--- src/rtl/mips_pkg.sv ---
// Shared MIPS pipeline definitions: multiplier FSM states, the mul ALU opcode
// and the default operand width.
package mips_pkg;

   typedef enum logic [1:0] {
      IDLE = 2'd0,
      BUSY = 2'd1,
      DONE = 2'd2
   } mul_state_t;

   localparam logic [2:0] ALUOP_MUL = 3'b001;
   localparam int         MUL_WIDTH = 32;

endpackage

--- src/rtl/mul_sequencer_if.sv ---
// EX-stage handshake between the pipeline (master) and the multi-cycle
// multiplier (slave).
import mips_pkg::*;

interface mul_sequencer_if #(
   parameter int WIDTH = MUL_WIDTH
);
   logic                 Start;
   logic                 Double;
   logic [WIDTH-1:0]     OperandA;
   logic [WIDTH-1:0]     OperandB;
   logic [4:0]           DestReg;
   logic                 Flush;
   logic                 Stall;
   logic                 Busy;
   logic                 Done;
   logic [2*WIDTH-1:0]   Result;
   logic [4:0]           ResultDest;
   logic                 ResultDouble;

   modport master (
      output Start, Double, OperandA, OperandB, DestReg, Flush,
      input  Stall, Busy, Done, Result, ResultDest, ResultDouble
   );

   modport slave (
      input  Start, Double, OperandA, OperandB, DestReg, Flush,
      output Stall, Busy, Done, Result, ResultDest, ResultDouble
   );
endinterface

--- src/rtl/mul_shift_add_dp.sv ---
// Shift-add multiply datapath: one multiplier bit per step.
// MUL_EARLY_TERM_EN ends the run once no set multiplier bits remain.
import mips_pkg::*;

module mul_shift_add_dp #(
   parameter int WIDTH = MUL_WIDTH
) (
   input  logic                 Clk,
   input  logic                 Rst,
   input  logic                 load,
   input  logic                 step,
   input  logic [WIDTH-1:0]     operand_a,
   input  logic [WIDTH-1:0]     operand_b,
   output logic                 last,
   output logic [2*WIDTH-1:0]   product
);
   localparam int CW = (WIDTH > 1) ? $clog2(WIDTH) : 1;

   logic [2*WIDTH-1:0] mcand_reg;
   logic [WIDTH-1:0]   mplier_reg;
   logic [2*WIDTH-1:0] acc_reg;
   logic [CW-1:0]      count_reg;
   logic [2*WIDTH-1:0] acc_next;

   // product is the accumulator after the current step, so the sequencer can
   // register it on the very edge that leaves BUSY.
   assign acc_next = mplier_reg[0] ? (acc_reg + mcand_reg) : acc_reg;
   assign product  = acc_next;

`ifdef MUL_EARLY_TERM_EN
   assign last = (count_reg == CW'(WIDTH - 1)) || ((mplier_reg >> 1) == '0);
`else
   assign last = (count_reg == CW'(WIDTH - 1));
`endif

   always_ff @(posedge Clk) begin
      if (Rst) begin
         mcand_reg  <= '0;
         mplier_reg <= '0;
         acc_reg    <= '0;
         count_reg  <= '0;
      end else if (load) begin
         mcand_reg  <= {{WIDTH{1'b0}}, operand_a};
         mplier_reg <= operand_b;
         acc_reg    <= '0;
         count_reg  <= '0;
      end else if (step) begin
         acc_reg    <= acc_next;
         mcand_reg  <= mcand_reg << 1;
         mplier_reg <= mplier_reg >> 1;
         count_reg  <= count_reg + 1'b1;
      end
   end
endmodule

--- src/rtl/mul_sequencer.sv ---
// Multi-cycle multiply sequencer: holds the pipeline with Stall while the
// shift-add datapath runs, then pulses Done with the product registered.
// Optional early termination: define MUL_EARLY_TERM_EN.
import mips_pkg::*;

module mul_sequencer #(
   parameter int WIDTH = MUL_WIDTH
) (
   input  logic              Clk,
   input  logic              Rst,
   mul_sequencer_if.slave    bus
);
   mul_state_t          state_reg;
   logic                busy_reg;
   logic                done_reg;
   logic [2*WIDTH-1:0]  result_reg;
   logic [4:0]          result_dest_reg;
   logic                result_double_reg;
   logic [4:0]          dest_lat_reg;
   logic                double_lat_reg;

   logic                accept;
   logic                dp_step;
   logic                dp_last;
   logic [2*WIDTH-1:0]  dp_product;

   assign accept  = (state_reg == IDLE) && bus.Start && !bus.Flush;
   assign dp_step = (state_reg == BUSY);

   mul_shift_add_dp #(.WIDTH(WIDTH)) u_dp (
      .Clk       (Clk),
      .Rst       (Rst),
      .load      (accept),
      .step      (dp_step),
      .operand_a (bus.OperandA),
      .operand_b (bus.OperandB),
      .last      (dp_last),
      .product   (dp_product)
   );

   always_ff @(posedge Clk) begin
      if (Rst) begin
         state_reg         <= IDLE;
         busy_reg          <= 1'b0;
         done_reg          <= 1'b0;
         result_reg        <= '0;
         result_dest_reg   <= '0;
         result_double_reg <= 1'b0;
         dest_lat_reg      <= '0;
         double_lat_reg    <= 1'b0;
      end else begin
         case (state_reg)
            IDLE: begin
               done_reg <= 1'b0;
               if (accept) begin
                  state_reg      <= BUSY;
                  busy_reg       <= 1'b1;
                  dest_lat_reg   <= bus.DestReg;
                  double_lat_reg <= bus.Double;
               end
            end
            BUSY: begin
               // Flush wins over completion: an aborted op never reports.
               if (bus.Flush) begin
                  state_reg <= IDLE;
                  busy_reg  <= 1'b0;
               end else if (dp_last) begin
                  state_reg         <= DONE;
                  busy_reg          <= 1'b0;
                  done_reg          <= 1'b1;
                  result_reg        <= double_lat_reg ? dp_product
                                       : {{WIDTH{1'b0}}, dp_product[WIDTH-1:0]};
                  result_dest_reg   <= dest_lat_reg;
                  result_double_reg <= double_lat_reg;
               end
            end
            DONE: begin
               state_reg <= IDLE;
               done_reg  <= 1'b0;
            end
            default: begin
               state_reg <= IDLE;
               busy_reg  <= 1'b0;
               done_reg  <= 1'b0;
            end
         endcase
      end
   end

   // Combinational so the pipeline freezes in the Start cycle itself.
   assign bus.Stall        = accept || (state_reg == BUSY);
   assign bus.Busy         = busy_reg;
   assign bus.Done         = done_reg;
   assign bus.Result       = result_reg;
   assign bus.ResultDest   = result_dest_reg;
   assign bus.ResultDouble = result_double_reg;
endmodule

--- src/flat_wrapper.sv ---
// flat-port wrapper written by rule: the top's interface ports become plain ports
module mul_sequencer_flat 
#(
   parameter int WIDTH = MUL_WIDTH
)
  (Clk, Rst, bus_Start, bus_Double, bus_OperandA, bus_OperandB, bus_DestReg, bus_Flush, bus_Stall, bus_Busy, bus_Done, bus_Result, bus_ResultDest, bus_ResultDouble);
  mul_sequencer_if #(.WIDTH(WIDTH)) bus_i ();
  input  logic Clk;
  input  logic Rst;
  input wire logic [$bits(bus_i.Start)-1:0] bus_Start;
  input wire logic [$bits(bus_i.Double)-1:0] bus_Double;
  input wire logic [$bits(bus_i.OperandA)-1:0] bus_OperandA;
  input wire logic [$bits(bus_i.OperandB)-1:0] bus_OperandB;
  input wire logic [$bits(bus_i.DestReg)-1:0] bus_DestReg;
  input wire logic [$bits(bus_i.Flush)-1:0] bus_Flush;
  output wire logic [$bits(bus_i.Stall)-1:0] bus_Stall;
  output wire logic [$bits(bus_i.Busy)-1:0] bus_Busy;
  output wire logic [$bits(bus_i.Done)-1:0] bus_Done;
  output wire logic [$bits(bus_i.Result)-1:0] bus_Result;
  output wire logic [$bits(bus_i.ResultDest)-1:0] bus_ResultDest;
  output wire logic [$bits(bus_i.ResultDouble)-1:0] bus_ResultDouble;
  assign bus_i.Start = bus_Start;
  assign bus_i.Double = bus_Double;
  assign bus_i.OperandA = bus_OperandA;
  assign bus_i.OperandB = bus_OperandB;
  assign bus_i.DestReg = bus_DestReg;
  assign bus_i.Flush = bus_Flush;
  assign bus_Stall = bus_i.Stall;
  assign bus_Busy = bus_i.Busy;
  assign bus_Done = bus_i.Done;
  assign bus_Result = bus_i.Result;
  assign bus_ResultDest = bus_i.ResultDest;
  assign bus_ResultDouble = bus_i.ResultDouble;
  mul_sequencer #(.WIDTH(WIDTH)) u_core (.Clk(Clk), .Rst(Rst), .bus(bus_i));
endmodule
--- config.mk ---
export PLATFORM = sky130hd
export DESIGN_NAME = mul_sequencer_flat
export DESIGN_NICKNAME = d
export VERILOG_FILES = /design/src/rtl/mips_pkg.sv /design/src/rtl/mul_sequencer_if.sv /design/src/rtl/mul_shift_add_dp.sv /design/src/rtl/mul_sequencer.sv /design/src/flat_wrapper.sv
export SDC_FILE = /design/constraint.sdc
export NUM_CORES = 1
export LEC_CHECK = 0
export ABC_AREA = 0
export BUFFER_PORTS_ARGS = -buffer_cell sky130_fd_sc_hd__buf_2
export CORE_MARGIN = 2
export CORE_UTILIZATION = 59
export CTS_CLUSTER_SIZE = 25
export DETAILED_ROUTE_END_ITERATION = 10
export PLACE_DENSITY = 0.8
export SLEW_MARGIN = 20
export SYNTH_ARGS = -nofsm -noshare
export SYNTH_HDL_FRONTEND = slang
export SYNTH_SLANG_ARGS = --single-unit
--- constraint.sdc ---
create_clock -name Clk -period 4.3 [get_ports Clk]
set_clock_uncertainty 0.05 [all_clocks]
set_input_delay 1.075 -clock Clk [delete_from_list [all_inputs] [get_ports Clk]]
set_output_delay 1.075 -clock Clk [all_outputs]
set_load 0.02 [all_outputs]
---- Word-level counts from Yosys, hierarchy flattened ----
Index checks and enable logic that the tools add are counted.
operators by class
  add/subtract/negate cells ............... 2
  multiply operators ...................... 0
  div/mod/pow operators ................... 0
  order comparisons ....................... 0
  equality and inequality tests ........... 5
  shift operators ......................... 0
  multiplexer cells ....................... 14
  bitwise gates (word level) .............. 3
  reductions and logical operators ........ 13
operator list
  cell                                                    count
  two-way mux 32 bit                                      4
  two-way mux 64 bit                                      2
  adder 64 bit                                            1
  two-way mux 2 bit                                       3
  AND reduction 2 bit                                     3
  AND reduction 3 bit                                     2
  adder 5 x 1 -> 5 bit (second input constant)            1
  equality test 5 bit (second input constant)             1
  case mux 2 bit (2 select lines)                         1
  OR reduction 2 bit                                      2
  two-way mux 1 bit                                       3
  inequality test 3 bit (second input constant)           1
  NOT 1 bit                                               3
  case mux 1 bit (3 select lines)                         1
  equality test 2 x 1 -> 1 bit (second input constant)    1
  equality test 2 bit (second input constant)             1
  logical AND 1 bit                                       2
  zero test 2 bit                                         1
  inequality test 2 x 1 -> 1 bit (second input constant)  1
  nonzero test 2 bit                                      1
  zero test 1 bit                                         1
  logical OR 1 bit                                        1
storage, ports and cells
  register bits after elaboration ......... 245
  bits in latches ......................... 0
  RAM bits ................................ 0
  bits in read-only memories .............. 0
  input bits .............................. 74
  output and inout bits ................... 73
  memories kept ........................... 0

---- Logic depth before layout (Yosys ltp) ----
  depth in word-level cells ............... 5
  gate-level depth with buffers ........... 12
  gate-level depth less buffers ........... 12

---- By module ----
From an unflattened synthesis, not the netlist that was laid out.
unflattened totals
  cells, all modules ...................... 1761
  area total of the unflattened synthesis .. 14063.5 um2
modules (own cells, without submodules)
  module            times used  cells each  area each (um2)
  mul_shift_add_dp  1           1407        11195.7
  mul_sequencer     1           354         2867.8

---- Least setup slack after synthesis ----
OpenSTA, ideal clock, no wires.
  kind .................................... input port to output port
  from .................................... in bus_Start
  to ...................................... out bus_Stall
  data arrival time ....................... 2175 ps
  setup slack ............................. 1000 ps
  stages .................................. 5
  path buffers ............................ 2
  cell sequence ........................... nor4b_1 > clkbuf_1 > nor2_1 > clkbuf_1 > inv_1
on the way
  cells in the longest elaborated chain, start to end .. 3
ends and longest elaborated chain
  item                            line                 text
  from (decl)                     flat_wrapper.sv:10   input wire logic [$bits(bus_i.Start)-1:0] bus_Start;
  logical AND 1 bit (2 in a row)  mul_sequencer.sv:27  assign accept = (state_reg == IDLE) && bus.Start && !bus.Flush;
  logical OR 1 bit                mul_sequencer.sv:91  assign bus.Stall = accept || (state_reg == BUSY);
  to (decl)                       flat_wrapper.sv:16   output wire logic [$bits(bus_i.Stall)-1:0] bus_Stall;
Every way passes these cells.

---- Worst setup path in the final report ----
  from .................................... reg u_core.u_dp.mcand_reg[0]
  to ...................................... reg u_core.result_reg[62], in the netlist u_core.bus.Result[62]
on the way
  cells in the longest elaborated chain, start to end .. 3
ends and longest elaborated chain
  item                    line                    text
  from (decl)             mul_shift_add_dp.sv:19  logic [2*WIDTH-1:0] mcand_reg;
  from (signal assigned)  mul_shift_add_dp.sv:43  mcand_reg <= {{WIDTH{1'b0}}, operand_a};
  from (signal assigned)  mul_shift_add_dp.sv:49  mcand_reg <= mcand_reg << 1;
  adder 64 bit            mul_shift_add_dp.sv:27  assign acc_next = mplier_reg[0] ? (acc_reg + mcand_reg) : acc_reg;
  two-way mux 64 bit      mul_shift_add_dp.sv:27
  two-way mux 64 bit      mul_sequencer.sv:71     result_reg <= double_lat_reg ? dp_product
  to (signal assigned)    mul_sequencer.sv:71
  to (decl)               mul_sequencer.sv:16     logic [2*WIDTH-1:0] result_reg;
Every way passes these cells.
A chain may end at the register's enable or synchronous reset.

==> flow_summary.json <==
{
  "cts.root.buffer_cell": "sky130_fd_sc_hd__clkbuf_16",
  "fp.coreArea_um2": 21700,
  "post_cts_resized": 0,
  "synthFlopType": "sky130_fd_sc_hd__dfxtp_1",
  "cts.sink_count": 245,
  "post_synth_num_cell_types": 73,
  "net_count_of_the_finished_layout": 1839,
  "hp-class": "register to register",
  "clkSlewWorstSetupHoldPaths_ns": 0.06,
  "worstReg2RegStart": "u_core.u_dp.mcand_reg[0]",
  "num_vias": 12300,
  "postSynthAreaPerCell_um2": 8.00,
  "dp_hpwl_mm": 25.9,
  "die_y_um": 152,
  "synthesis.nets": 1760,
  "gr-usage-met2_pct": 51.5,
  "grt_max_degree": 95,
  "fmax_mhz": 266,
  "setup_viol_count_final": 0,
  "drtPass1Iterations": 5,
  "run_status": "finished clean",
  "synth-async-reset-ratio_pct": 0,
  "timing.reg2reg.worst_path_depth": 12,
  "routed_wl_mm": 36.8,
  "wl_per_cell_um": 18.4,
  "chipWidth_um": 152,
  "cts_setup_buffers": 0,
  "ys_seq_area_share_pct": 37.9,
  "vias_per_cell": 6.16,
  "gp_congestion": 0.965,
  "globalRoute.totalOverflow": 0,
  "cellPowerDensity_nw_per_um2": 338,
  "synth.cell_area_um2": 13000,
  "worstHoldStart": "u_core.bus.Result[33]",
  "synthCells": 1620,
  "hold-path-endpoint": "u_core.bus.Result[33]",
  "timing.critical_path.buf_inv": 0,
  "worstSkewPairLatency_ns": 0.54,
  "synth_top_area_share_pct": 37.9,
  "total_leakage_power_uw": 0.00568,
  "critical_path.endpoint_type": "register",
  "yosysWarnings": 0,
  "vdd.ir_drop.worst_v": 0.000278,
  "grt_setup_unrepaired": "false",
  "place_area_um2": 13800,
  "setup_tns_ns": 0,
  "area.growth.synth_to_final_pct": 12.9,
  "stdcell_area_um2": 14600,
  "timing.final.max_slew_violations": 0,
  "track_usage_pct": 30.6,
  "placement_rows": 54,
  "synth-seq-cells": 245,
  "grt_pass1_vias": 11700,
  "post_synth_most_frequent_cells": "sky130_fd_sc_hd__nand2_1 (283), sky130_fd_sc_hd__dfxtp_1 (245), sky130_fd_sc_hd__a21oi_1 (232)",
  "worst_ep_arrival_time_ns": 4.10,
  "final_period_minus_worst_setup_slack_ns": 3.76,
  "cts-hold-fix-buffers": 0,
  "worstSetupPathType": "register to register",
  "final_layout_size_suffix_gt1_share_pct": 13.7,
  "initial_core_util_pct": 59.7,
  "drv_cap": 0,
  "io_pins": 147,
  "synthDominantAreaCellType": "sky130_fd_sc_hd__dfxtp_1",
  "initialDrtViolationCount": 937,
  "synth_area_leaders": "sky130_fd_sc_hd__dfxtp_1 (38%), sky130_fd_sc_hd__a21oi_1 (9.0%), sky130_fd_sc_hd__nand2_1 (8.2%), sky130_fd_sc_hd__ha_1 (6.3%), sky130_fd_sc_hd__a22oi_1 (3.8%)",
  "wire_length_of_the_first_global_routing_pass_mm": 59.5,
  "drc": 0,
  "cts_tree": "built",
  "grt_util_met3_pct": 4.75,
  "buffers_added_on_ports": 146,
  "relSlewSlack_pct": 36.4,
  "globalRouteMet1Util_pct": 40.3,
  "worst_path_largest_cell_delay_ns": 0.41,
  "timing.critical_path.fanout_max": 5,
  "type_of_origin_of_the_critical_path": "register",
  "worstReg2RegEnd": "u_core.bus.Result[62]",
  "critPathTopFamily": "compound AO/OA/AOI/OAI gates",
  "critical_path_required_ns": 4.65,
  "die_area_um2": 23200,
  "tightestPinTransition_ns": 0.954,
  "critical_path_cell_with_the_highest_stage_delay": "sky130_fd_sc_hd__fa_1",
  "final_min_period_over_clock_period_pct": 87.4,
  "htree_num_levels": 1,
  "detail-route-antenna-nets": 0,
  "holdPathStages": 2,
  "cts-buffers-inserted": 26,
  "yosys.cell_count.top_type": "sky130_fd_sc_hd__nand2_1",
  "antenna_found_initial": 1,
  "hold_violations": 0,
  "reg2reg_slack_ns": 0.54,
  "grt.busiest_layer": "met2",
  "synth_edf_count": 0,
  "path_cells": "ha_1 > fa_1 > a21o_1 > a221oi_2 > o21ai_1 > a211o_1 > a21boi_2 > o2111a_1 > nor3_1 > a31oi_1 > xor2_1 > o21ai_0",
  "clock_tree.buffer_depth": 3
}
tightest hold or removal path, cell delays in order (launching register included):
cell and delay, ns:
sky130_fd_sc_hd__dfxtp_1 0.32, sky130_fd_sc_hd__nand2_1 0.04, sky130_fd_sc_hd__o21ai_0 0.05
cell type report:
| class | instances | area (um^2) |
|---|---|---|
| diodes | 1 | 2.50 |
| clock buffers | 37 | 722 |
| clock inverters | 10 | 120 |
| fillers | 1864 | 7060 |
| inverters | 22 | 82.6 |
| multi-input cells | 1234 | 7530 |
| flip-flops and latches | 245 | 4910 |
| well taps | 280 | 350 |
| repair buffers | 170 | 913 |
per-layer routing:
metal  part of all wire [%]  vias to the layer above
li1                       -                     5986
met1                     43                     5772
met2                     47                      466
met3                    6.6                       83
met4                    3.1                        0
met5                      0                        -
report_power, final:
group,leakage (uW),switching [uW],internal (uW)
Sequential,0.00198,36.7,2320
Combinational,0.00329,253,132
Clock,0.000407,921,1290
Total,0.00568,1210,3740
per-stage QoR:
stage	setup slack (ns)	utilization, %	cells	hold slack (ns)	total power (uW)
after floorplan	1.00	-	1620	0.382	2660
after global placement	0.751	63.5	1951	0.379	2770
after detailed placement	0.642	63.6	1951	0.388	2780
after CTS	0.629	67.4	1998	0.403	4980
after global routing	0.395	67.5	1999	0.417	5120
final	0.544	67.5	1999	0.396	4950
worst max path at each step:
stage                                        start                    end  slack [ns]  cells past startpoint
after detailed placement  u_core.u_dp.mcand_reg[0]  u_core.bus.Result[62]        0.64                     12
after floorplan                          bus_Start              bus_Stall        1.00                      5
final                     u_core.u_dp.mcand_reg[0]  u_core.bus.Result[62]        0.54                     12
after CTS                 u_core.u_dp.mcand_reg[0]  u_core.bus.Result[62]        0.63                     12
after global routing      u_core.u_dp.mcand_reg[0]  u_core.bus.Result[62]        0.40                     12
after global placement    u_core.u_dp.mcand_reg[0]  u_core.bus.Result[54]        0.75                     12
kinds of logic after synthesis:
group           Yosys count  share of synthesized area, %
buf+inv                 141                          4.31
simple gates            516                          17.4
xor+xnor                 62                          4.19
mux                      40                          3.09
compound gates          550                          26.7
flops                   245                          37.9
fa+ha+maj                66                          6.43
layout by cell type (no fill, tap or decap), types with 25 or more instances in the layout:
| master | Yosys | final |
|---|---|---|
| sky130_fd_sc_hd__buf_4 | 2 | 25 |
| sky130_fd_sc_hd__xnor2_1 | 43 | 43 |
| sky130_fd_sc_hd__buf_2 | 9 | 145 |
| sky130_fd_sc_hd__a21oi_1 | 232 | 232 |
| sky130_fd_sc_hd__o21ai_0 | 68 | 68 |
| sky130_fd_sc_hd__a22oi_1 | 66 | 66 |
| sky130_fd_sc_hd__nand4_1 | 28 | 28 |
| sky130_fd_sc_hd__clkbuf_16 | 0 | 26 |
| sky130_fd_sc_hd__nand3_1 | 25 | 25 |
| sky130_fd_sc_hd__dfxtp_1 | 245 | 244 |
| sky130_fd_sc_hd__nor2_1 | 98 | 94 |
| sky130_fd_sc_hd__a211oi_1 | 55 | 55 |
| sky130_fd_sc_hd__ha_1 | 65 | 65 |
| sky130_fd_sc_hd__a21o_1 | 32 | 32 |
| sky130_fd_sc_hd__nand2_1 | 283 | 283 |
| sky130_fd_sc_hd__mux2i_1 | 40 | 40 |
No activity file was read; power rests on OpenSTA's default activity.
